===== config.mk =====
export PLATFORM = sky130hd
export DESIGN_NAME = run_sequencer
export DESIGN_NICKNAME = d
export VERILOG_FILES = /design/src/rtl/run_sequencer.sv
export SDC_FILE = /design/constraint.sdc
export NUM_CORES = 1
export LEC_CHECK = 0
export CORE_MARGIN = 2
export CORE_UTILIZATION = 35
export CTS_BUF_LIST = sky130_fd_sc_hd__clkbuf_4
export DETAILED_ROUTE_END_ITERATION = 16
export DONT_BUFFER_PORTS = 1
export GPL_TIMING_DRIVEN = 0
export SYNTH_ARGS = -nofsm -noshare
export SYNTH_HDL_FRONTEND = slang
export SYNTH_SLANG_ARGS = --single-unit

===== constraint.sdc =====
create_clock -name clk -period 2.6 [get_ports clk]
set_clock_uncertainty 0.1 [all_clocks]
set_input_delay 0.52 -clock clk [delete_from_list [all_inputs] [get_ports clk]]
set_output_delay 0.52 -clock clk [all_outputs]
set_load 0.005 [all_outputs]

===== src/rtl/run_sequencer.sv =====
// run_sequencer: launch controller that resets the core, pulses req, then times the run until done.
//   clk         system clock, rising edge
//   reset       asynchronous active-low reset of this block
//   start       host launch request, level-sampled in IDLE/DONE
//   core_done   done output of the core
//   core_reset  active-high reset to the core
//   core_req    one-cycle req pulse to the core
//   busy        high in RESET, REQ and RUN
//   run_done    high in DONE
//   timeout     last run aborted by the RUN limit (only with RUN_TIMEOUT_EN)
//   cycle_count RUN cycles of the last or current run, saturating
// Optional macro RUN_TIMEOUT_EN enables the TIMEOUT_CYC limit on the RUN state.
module run_sequencer #(
  parameter int RST_CYCLES  = 2,
  parameter int CNT_W       = 16,
  parameter int TIMEOUT_CYC = 4096
) (
  input  logic             clk,
  input  logic             reset,
  input  logic             start,
  input  logic             core_done,
  output logic             core_reset,
  output logic             core_req,
  output logic             busy,
  output logic             run_done,
  output logic             timeout,
  output logic [CNT_W-1:0] cycle_count
);
  typedef enum logic [2:0] {S_IDLE, S_RESET, S_REQ, S_RUN, S_DONE} state_t;
  state_t state;
  logic [3:0] rst_cnt;
  logic [CNT_W-1:0] cnt_inc;
  logic limit;
  assign cnt_inc = &cycle_count ? cycle_count : cycle_count + 1'b1;
`ifdef RUN_TIMEOUT_EN
  assign limit = cnt_inc == CNT_W'(TIMEOUT_CYC);
`else
  // no limit: the parameter is referenced only to keep the interface identical
  assign limit = TIMEOUT_CYC < 0;
`endif
  // outputs are registered alongside the state they belong to
  always_ff @(posedge clk or negedge reset) begin
    if (!reset) begin
      state       <= S_IDLE;
      rst_cnt     <= '0;
      core_reset  <= 1'b1;
      core_req    <= 1'b0;
      busy        <= 1'b0;
      run_done    <= 1'b0;
      timeout     <= 1'b0;
      cycle_count <= '0;
    end else begin
      case (state)
        S_IDLE, S_DONE: if (start) begin
          state       <= S_RESET;
          rst_cnt     <= 4'(RST_CYCLES - 1);
          cycle_count <= '0;
          timeout     <= 1'b0;
          core_reset  <= 1'b1;
          busy        <= 1'b1;
          run_done    <= 1'b0;
        end
        S_RESET: if (rst_cnt == 4'd0) begin
          state      <= S_REQ;
          core_reset <= 1'b0;
          core_req   <= 1'b1;
        end else rst_cnt <= rst_cnt - 4'd1;
        // core_done is ignored here so a stale done cannot end the new run
        S_REQ: begin
          state    <= S_RUN;
          core_req <= 1'b0;
        end
        S_RUN: begin
          cycle_count <= cnt_inc;
          if (core_done || limit) begin
            state      <= S_DONE;
            busy       <= 1'b0;
            run_done   <= 1'b1;
            timeout    <= !core_done;
            core_reset <= !core_done;
          end
        end
        default: begin
          state       <= S_IDLE;
          core_reset  <= 1'b1;
          core_req    <= 1'b0;
          busy        <= 1'b0;
          run_done    <= 1'b0;
          timeout     <= 1'b0;
          cycle_count <= '0;
        end
      endcase
    end
  end
endmodule


Word-level counts from Yosys, hierarchy flattened
Cells that the tools add are included.
W data, S select, Z words.
{ "totals": {"ff_bits": 28, "inputBits": 4, "word_cells": 58, "out_inout_bits": 21} }
{ "classes": {"n_addsub": 2, "reduce_logical": 14, "bitwise": 3, "n_mux": 22, "n_eq_ne": 9} }
{ "op_table": {"columns": ["cell", "n"], "rows": [
  ["$pmux W16 S3", 1],
  ["$mux W16", 2],
  ["$add A16 B1 Y16 const B", 1],
  ["$reduce_and A16 Y1", 1],
  ["$pmux W3 S4", 1],
  ["$reduce_and A3 Y1", 4],
  ["$ne A2 B2 Y1 const B", 5],
  ["$mux W3", 3],
  ["$pmux W1 S3", 3],
  ["$mux W4", 2],
  ["$pmux W4 S2", 1],
  ["$mux W1", 7],
  ["$eq A3 B2 Y1 const B", 2],
  ["$logic_not A4 Y1", 1],
  ["$pmux W1 S4", 1],
  ["$reduce_and A4 Y1", 1],
  ["$reduce_or A2 Y1", 2],
  ["$sub A4 B1 Y4 const B", 1],
  ["$eq A3 B1 Y1 const B", 1],
  ["$eq A3 B3 Y1 const B", 1],
  ["$logic_not A3 Y1", 1],
  ["$not A1 Y1", 3],
  ["$reduce_or A3 Y1", 1],
  ["$pmux W1 S2", 1],
  ["3 further kinds", 3]
]} }

Depth between registers and ports, before layout
Gate-level depths: netlist of run 1.
{ "depth": {"ltp_word": 4, "depth_mapped": 7, "ltp_nobuf": 7} }

Least setup slack after synthesis of run 1
No wires, ideal clock.
{ "synth_path": {"path_type": "register -> register", "from": "register rst_cnt[0]", "to": "register core_reset", "slack_ps": 640, "synth_period_minus_slack_ps": 1960, "path_stages_with_launch": 8, "t_arrival_ps": 1781, "path_buffers": 0, "required_ps": 2420, "setup_time_ps": 80, "path_cell_list": "dfrtp_1 > inv_1 > ha_1 > or3b_2 > nor4b_2 > nor3_1 > a31oi_1 > o22a_1"} }
{ "synth_between": {"elab_chain_cells": 3} }
{ "synth_rtl": {"columns": ["item", "line", "text"], "rows": [
  ["from (decl)", "31", "logic [3:0] rst_cnt;"],
  ["from (signal assigned)", "56", "rst_cnt <= 4'(RST_CYCLES - 1);"],
  ["from (signal assigned)", "67", "end else rst_cnt <= rst_cnt - 4'd1;"],
  ["$logic_not A4 Y1", "63", "S_RESET: if (rst_cnt == 4'd0) begin"],
  ["$ne A2 B2 Y1 (no source line)", null, null],
  ["$reduce_and A4 Y1 (no source line)", null, null],
  ["to (signal assigned)", "80", "core_reset <= !core_done;"],
  ["to (decl)", "22", "output logic core_reset,"]
]} }
Every way passes these cells.
A chain may end at the register's enable or synchronous reset.

Final worst setup path of run 1
{ "layout_path": {"from": "register cycle_count[0]", "to": "register cycle_count[13]"} }
{ "layout_between": {"elab_chain_cells": 3, "elab_cells_between_ends": 6, "cone_classes": "add/sub: 1; eq/ne: 1; mux: 2; reduce/logical: 2"} }
{ "layout_rtl": {"columns": ["item", "line", "text"], "rows": [
  ["from (decl)", "27", "output logic [CNT_W-1:0] cycle_count"],
  ["from (signal assigned)", "74", "cycle_count <= cnt_inc;"],
  ["$add A16 B1 Y16 or $reduce_and A16 Y1 (tied branches)", "34", "assign cnt_inc = &cycle_count ? cycle_count : cycle_count + 1'b1;"],
  ["$mux W16 or $ne A2 B2 Y1 (tied branches)", null, null],
  ["$pmux W16 S3 or $reduce_and A3 Y1 (tied branches)", null, null]
]} }
Parallel ways exist; a longest one is shown, timed or not. The select of a mux whose other input is x is not followed.

==> results of run 1 <==
[sequential cells by signal, summed over array words and instances, names as in the netlist]
name,cells
busy,1
core_reset,1
run_done,1
rst_cnt,4
core_req,1
timeout,1
state,3
cycle_count,16
[synthesized netlist by cell type (all sizes together), types with 4 or more instances]
library cell	count	area share [%]
o21ai	19	6.7
nor3	8	2.5
buf	4	2.2
a31oi	5	2.0
nand2	22	5.2
inv	5	1.2
nand4	5	2.9
a21oi	11	3.7
nor2	17	4.0
dfrtp	27	43
nand3	11	3.5
[critical path: stages, from the launching register on]
cell and delay (ns):
dfrtp_1 0.47, ha_1 0.25, nand3_1 0.15, nor4_1 0.90, o21ai_1 0.16, nand3_1 0.13
o21a_1 0.13
[kinds of logic (layout without fill, tap and decap cells)]
family                   after synthesis  in the layout  synth area share [%]
AND/OR/NAND/NOR                       79             79                  25.9
AO/OA/AOI/OAI                         50             50                  20.5
flip-flops                            28             28                  44.2
buffers and inverters                 11             17                  4.72
adder cells (fa/ha/maj)                3              3                  2.36
XOR/XNOR                               2              2                  1.10
multiplexers                           2              2                  1.26
[what timing repair did]
action                    4_1_cts  5_1_grt
hold buffers                    2        0
buffers inserted                0        0
hold endpoints to repair       28        0
[through the flow]
stage	std cells	cell area, um2
after detailed placement	227	1650
after CTS	233	1740
final	233	1740
after global routing	233	1740
after floorplan	175	1590
after global placement	227	1650
[final cells by class]
class,count,area (um2)
clock buffer,3,22.5
clock inverter,1,30.0
inverter,5,18.8
timing repair buffer,2,30.0
tap,52,65.1
multi-input combinational,136,812
buffer,6,56.3
sequential,28,702
fill,427,2620
[layout by cell type (no fill, tap or decap), types with 4 or more instances in the layout]
master and count:
dfrtp_1 27, nand2_1 22, nor2_1 17, o21ai_0 13, nand3_1 11, a21oi_1 10
nor3_1 8, inv_1 5, a31oi_1 5, o21ai_1 5, clkbuf_4 4, nand4_1 4
[routing by layer]
metal | vias up | GRT usage, %
li1 | 651 | -
met2 | 41 | 23.4
met1 | 593 | 20.4
met4 | 0 | 3.56
met3 | 2 | 5.06
met5 | - | 0
[power by group]
group          internal [mW]  switching, mW  total (mW)  leakage (nW)
logic                  0.245          0.362       0.607         0.340
clock network          0.156          0.134       0.290        0.0279
registers              0.541          0.105       0.647         0.372
[how the worst max path moves through the flow]
| stage | to | slack, ns | cells after the start |
|---|---|---|---|
| global route | cycle_count[13] | 0.05 | 6 |
| global placement | cycle_count[13] | 0.32 | 6 |
| CTS | cycle_count[13] | 0.25 | 6 |
| detailed placement | cycle_count[13] | 0.29 | 6 |
| finish | cycle_count[13] | 0.25 | 6 |
| floorplan | core_reset | 0.64 | 7 |
==> results.toml, run 1 <==
[floorplanning]
io-pin-count = 25
fp.coreArea_um2 = 4350
die_width_um = 71.4
chipHeight_um = 71.4
die_area_um2 = 5100
start_util_pct = 36.5
rows = 24

[synth]
ys_types = 46
ys.flop_type = "dfrtp_1"
netlist_area_um2 = 1590
async_flop_share_pct = 100
avgSynthCellArea_um2 = 9.08
synth-seq-area-share_pct = 44.2
syn_nets = 182
netlist_instances = 175
synth-edff-count = 0
ys_ff_latch = 28
ys_warn_count = 0

[global_route]
grt_pass1_vias = 1200
grt_max_degree = 29
antenna_found_initial = 0
gr-usage-all-layers_pct = 15.0
grt_pass1_wl_mm = 6.09
grt_overflow_total = 0

[clocking]
numClockSinks = 28
root_buffer = "clkbuf_4"
cts.clk_slew.worst_paths_ns = 0.15
cts_buffer_depth = 2
ctsResizeCount = 0
cts_tree = "yes"
insertion_delay_ns = 0.33
htreeDepth = 1
cts_made_buffers = 3

[sta]
slew_headroom_pct = 30.3
tightest_slew_ns = 1.04
setup_ws_ns = 0.254
final_hold_viol_count = 0
slew_violations = 0
finalHoldWorstSlack_ns = 0.206
finalCritPeriodShare_pct = 90.2
tns_ns = 0
fmax_mhz = 426
rsz0062_at_grt = "no"
finalSetupViolCount = 0
layout_min_cycle_time_ns = 2.35

[power]
powerDensity_nw_per_um2 = 889
finalPower_mw = 1.54
power_leakage_nw = 0.739
ir_drop_mv = 0.504

[worst_setup_path]
path_class = "reg -> reg"
end_kind = "flop"
r2r-start = "cycle_count[0]"
arrival_ns = 2.53
crit_start = "cycle_count[0]"
crit_path_start_kind = "flop"
crit-reg2reg-capture = "cycle_count[13]"
critPathMaxFanout = 6
r2r_slack_ns = 0.25
r2r_cells = 6
required_ns = 2.79

[hold_path]
min_to = "busy"
hold_path.class = "in -> reg"
worstHoldStart = "start"
holdPathStages = 2

[routing]
vias_per_cell = 5.52
drcViolationCount = 0
routedLengthMet1_mm = 1.64
wl_met2_mm = 1.62
via_count = 1287
dr.max_layer_used = "met4"
ant_nets = 0
wl_mm = 3.49
first_pass_iters = 4
detail_route.wl_per_cell_um = 15.0
dr.first_iter.drc_count = 80
met3_length_um = 214

[layout]
layout.nets = 189
final_util_pct = 39.9
drive_above_1_share_pct = 13.8
insertedDiodeCount = 0
syn2layout_area_growth_pct = 9.29

[status]
outcome = "complete, no violations"

[placed_design]
dp_slack_ns = 0.290
globalplace.congestion = 0.738
io_buffers = 0
place_hpwl_mm = 2.49

[run]
maxCapViolCount = 0
(Power assumes the default switching activity.)
==> run 2, diff against run 1 <==
Settings changed: ABC_AREA set to 0, CORE_ASPECT_RATIO set to 0.8.
==> results.toml, run 2 (synthesis gave the netlist of run 1 again) <==
[status]
outcome = "complete, no violations"

[layout]
final_common_cell = "dfrtp_1"
top_register = "cycle_count"
regArea_um2 = 702
drive_above_1_share_pct = 13.3
insertedDiodeCount = 0
reg_top3 = "cycle_count (16), rst_cnt (4), state (3)"
multi_input_area_um2 = 812
fillerInstances = 430
mostFrequentLayoutCells = "dfrtp_1 (27), nand2_1 (22), nor2_1 (17)"
syn2layout_area_growth_pct = 8.03
largest_register_ffs = 16
layout.nets = 189
instances_no_fill = 238

[sta]
final_hold_viol_count = 0
tightest_slew_ns = 1.03
slew_violations = 0
finalCritPeriodShare_pct = 91.0
rsz0062_at_grt = "no"
slew_headroom_pct = 30.5
finalSetupViolCount = 0
fmax_mhz = 423
tns_ns = 0
layout_min_cycle_time_ns = 2.37

[worst_setup_path]
crit_path_start_kind = "flop"
critPathMaxFanout = 6
arrival_ns = 2.55
crit-reg2reg-capture = "cycle_count[13]"
required_ns = 2.79
r2r_slack_ns = 0.23
r2r_cells = 6
end_kind = "flop"
r2r-start = "cycle_count[0]"
path_class = "reg -> reg"

[clocking]
cts_made_buffers = 3
cts_buffer_depth = 2
htreeDepth = 1
ctsResizeCount = 0
cts_tree = "yes"
ctsHoldBuffers = 2
numClockSinks = 28
postCtsSetupRepairBufs = 0
root_buffer = "clkbuf_4"
cts.clk_slew.worst_paths_ns = 0.15
insertion_delay_ns = 0.33

[routing]
first_pass_iters = 4
wl_mm = 3.63
detail_route.wl_per_cell_um = 15.3
ant_nets = 0
via_count = 1313
vias_per_cell = 5.52
drcViolationCount = 0
dr.first_iter.drc_count = 93

[power]
ir_drop_mv = 0.211
powerDensity_nw_per_um2 = 845
finalPower_mw = 1.45
power_leakage_nw = 0.727

[global_route]
grt_overflow_total = 0
antenna_found_initial = 0
grt_max_degree = 29
grt_pass1_vias = 1226
grt_pass1_wl_mm = 6.38
gr-usage-all-layers_pct = 16.0

[hold_path]
hold_path.class = "in -> reg"
min_to = "busy"
holdPathStages = 2
worstHoldStart = "start"

[placed_design]
globalplace.congestion = 0.882
place_hpwl_mm = 2.64
dp_cells = 232
io_buffers = 0

[floorplanning]
io-pin-count = 25
die_width_um = 79.3
fp.coreArea_um2 = 4280
chipHeight_um = 64.3
die_area_um2 = 5100
rows = 21
start_util_pct = 37.1

[run]
maxCapViolCount = 0
==> run 2: cell types whose count changed in the layout (fill, tap and decap cells not counted), sizes merged <==
cell    delta
clkinv     +1
bufinv     -1
==> run 2: final cells by class <==
type	instances	share of cell area, %
multi-input cells	136	47.3
flip-flops and latches	28	40.9
well taps	57	4.15
plain buffers	6	3.28
repair buffers	2	1.75
clock buffers	3	1.31
inverters	5	1.09
clock inverters	1	0.219
==> run 2: stage by stage <==
stage / worst slack, ns / hold WS, ns / util [%] / area, um2
finish: 0.234 / 0.221 / 40.1 / 1720
global route: 0.0563 / 0.206 / 40.1 / 1720
CTS: 0.244 / 0.211 / 40.1 / 1720
detailed placement: 0.283 / 0.125 / 38.8 / 1660
global placement: 0.346 / 0.125 / 38.8 / 1660
floorplan: 0.640 / 0.124 / - / 1590
==> run 2: worst max-delay path by stage <==
stage | end | cells past startpoint | start
after global routing | cycle_count[13] | 6 | cycle_count[0]
final | cycle_count[13] | 6 | cycle_count[0]
after detailed placement | cycle_count[13] | 6 | cycle_count[0]
after global placement | cycle_count[13] | 6 | cycle_count[0]
after floorplan | core_reset | 7 | rst_cnt[0]
after CTS | cycle_count[13] | 6 | cycle_count[0]
==> run 2: metal layers <==
metal | vias up | routed length, um | share of wire (%) | track usage (%)
li1 | 652 | - | - | -
met1 | 623 | 1780 | 49 | 23.0
met2 | 34 | 1630 | 45 | 23.6
met3 | 4 | 193 | 5.3 | 4.38
met4 | 0 | 23 | 0.63 | 4.31
met5 | - | 0 | 0 | 0
==> run 2: power breakdown <==
| group | switching (mW) | internal (mW) | leakage (nW) |
|---|---|---|---|
| Clock | 0.131 | 0.0565 | 0.0154 |
| Combinational | 0.367 | 0.247 | 0.340 |
| Sequential | 0.108 | 0.541 | 0.372 |
==> run 2: critical path, cell delays in order, from the launching register on <==
cell     delay (ns)
dfrtp_1        0.46
ha_1           0.25
nand3_1        0.16
nor4_1         0.91
o21ai_1        0.17
nand3_1        0.13
o21a_1         0.14
==> run 3, diff against run 2 <==
Settings changed: CORE_MARGIN 2 to unset.
==> results.toml, run 3 (synthesis gave the netlist of run 1 again) <==
[layout]
fillerInstances = 418
top_register = "cycle_count"
drive_above_1_share_pct = 13.8
insertedDiodeCount = 0
mostFrequentLayoutCells = "dfrtp_1 (27), nand2_1 (22), nor2_1 (17)"
reg_top3 = "cycle_count (16), rst_cnt (4), state (3)"
final_common_cell = "dfrtp_1"
final_util_pct = 40.4
syn2layout_area_growth_pct = 8.27
largest_register_ffs = 16
layout.nets = 189

[global_route]
grt_max_degree = 29
grt_pass1_wl_mm = 6.26
antenna_found_initial = 0
gr-usage-all-layers_pct = 16.2
grt_overflow_total = 0
grt_pass1_vias = 1303

[floorplanning]
die_area_um2 = 4820
fp.coreArea_um2 = 4260
die_width_um = 77.3
rows = 21
chipHeight_um = 62.3
start_util_pct = 37.3
io-pin-count = 25

[power]
p_sw_uw = 610
swShare_pct = 41.6
power_frac_comb_pct = 42.0
power_leakage_nw = 0.730
ir_drop_mv = 0.272
powerDensity_nw_per_um2 = 853
pwr-share-clk_pct = 13.9
p_seq_share_pct = 44.1
p_int_uw = 858

[routing]
dr.first_iter.drc_count = 127
via_count = 1359
first_pass_iters = 4
ant_nets = 0
drcViolationCount = 0
wl_mm = 3.64
vias_per_cell = 5.71
detail_route.wl_per_cell_um = 15.3

[worst_setup_path]
crit_chain = "ha_1 -> nand3_1 -> nor4_1 -> o21ai_1 -> nand3_1 -> o21a_1"
path_class = "reg -> reg"
crit_family = "simple AND/OR/NAND/NOR gates"
end_kind = "flop"
required_ns = 2.79
crit_path_start_kind = "flop"
critPathMaxFanout = 6
cp.buffers_inverters = 0
path_common_cell = "nand3_1"
arrival_ns = 2.47
slowest_stage = "nor4_1"
slowest_delay_ns = 0.86

[sta]
fmax_mhz = 438
finalCritPeriodShare_pct = 87.8
slew_headroom_pct = 32.7
final_hold_viol_count = 0
tns_ns = 0
setup_ws_ns = 0.316
layout_min_cycle_time_ns = 2.28
tightest_slew_ns = 0.998
slew_violations = 0
finalSetupViolCount = 0
rsz0062_at_grt = "no"

[clocking]
cts_made_buffers = 3
root_buffer = "clkbuf_4"
cts_tree = "yes"
cts.clk_slew.worst_paths_ns = 0.16
postCtsSetupRepairBufs = 0
cts_buffer_depth = 2
numClockSinks = 28
insertion_delay_ns = 0.33
htreeDepth = 1

[placed_design]
place_hpwl_mm = 2.58
globalplace.congestion = 0.834
dp_slack_ns = 0.312
io_buffers = 0

[status]
outcome = "complete, no violations"

[hold_path]
hold_path.class = "in -> reg"

[run]
maxCapViolCount = 0
-- run 3: per-stage QoR --
| stage | instance area, um2 | std cells | hold WS, ns | power [mW] |
|---|---|---|---|---|
| 5_1_grt | 1720 | 238 | 0.233 | 1.59 |
| 6_report | 1720 | 238 | 0.232 | 1.47 |
| 3_5_place_dp | 1660 | 232 | 0.125 | 1.26 |
| 4_1_cts | 1720 | 238 | 0.224 | 1.48 |
| 3_3_place_gp | 1660 | 232 | 0.125 | 1.23 |
| 2_1_floorplan | 1590 | 175 | 0.124 | 1.11 |
-- run 3: per-layer routing --
metal / up-vias / global-route usage (%) / wire length (um)
met2: 35 / 24.2 / 1670
li1: 648 / - / -
met1: 672 / 22.4 / 1710
met4: 0 / 6.37 / 42
met3: 4 / 4.12 / 211
met5: - / 0 / 0
-- run 3: power groups by stage --
stage	sequential, mW	clock, mW	combinational [mW]
after floorplan	0.634	0	0.480
after global placement	0.652	0	0.581
after detailed placement	0.660	0	0.600
after CTS	0.649	0.209	0.619
after global routing	0.667	0.220	0.703
final	0.647	0.204	0.617
-- run 3: what timing repair did --
action | 4_1_cts | 5_1_grt
hold buffers | 2 | 0
endpoints found under the hold margin | 28 | 0
resized for setup | 0 | 0
-- run 3: final cells by class --
type / instances / area (um2) / area share [%]
buffer: 6 / 56.3 / 3.27
clock buffer: 4 / 30.0 / 1.75
inverter: 5 / 18.8 / 1.09
multi-input combinational: 136 / 812 / 47.2
sequential: 28 / 702 / 40.8
tap: 57 / 71.3 / 4.15
timing repair buffer: 2 / 30.0 / 1.75
-- run 3: path summary, 6_finish.rpt --
kind	from	endpoint	slack [ns]	cells after the start
worst min-delay path	start	busy	0.23	2
worst min register to register	rst_cnt[0]	rst_cnt[0]	0.41	1
min in group asynchronous	reset	cycle_count[2]	0.49	2
worst max-delay path	cycle_count[0]	cycle_count[13]	0.32	6
max in group asynchronous	reset	core_reset	1.67	2
worst max register to register	cycle_count[0]	cycle_count[13]	0.32	6
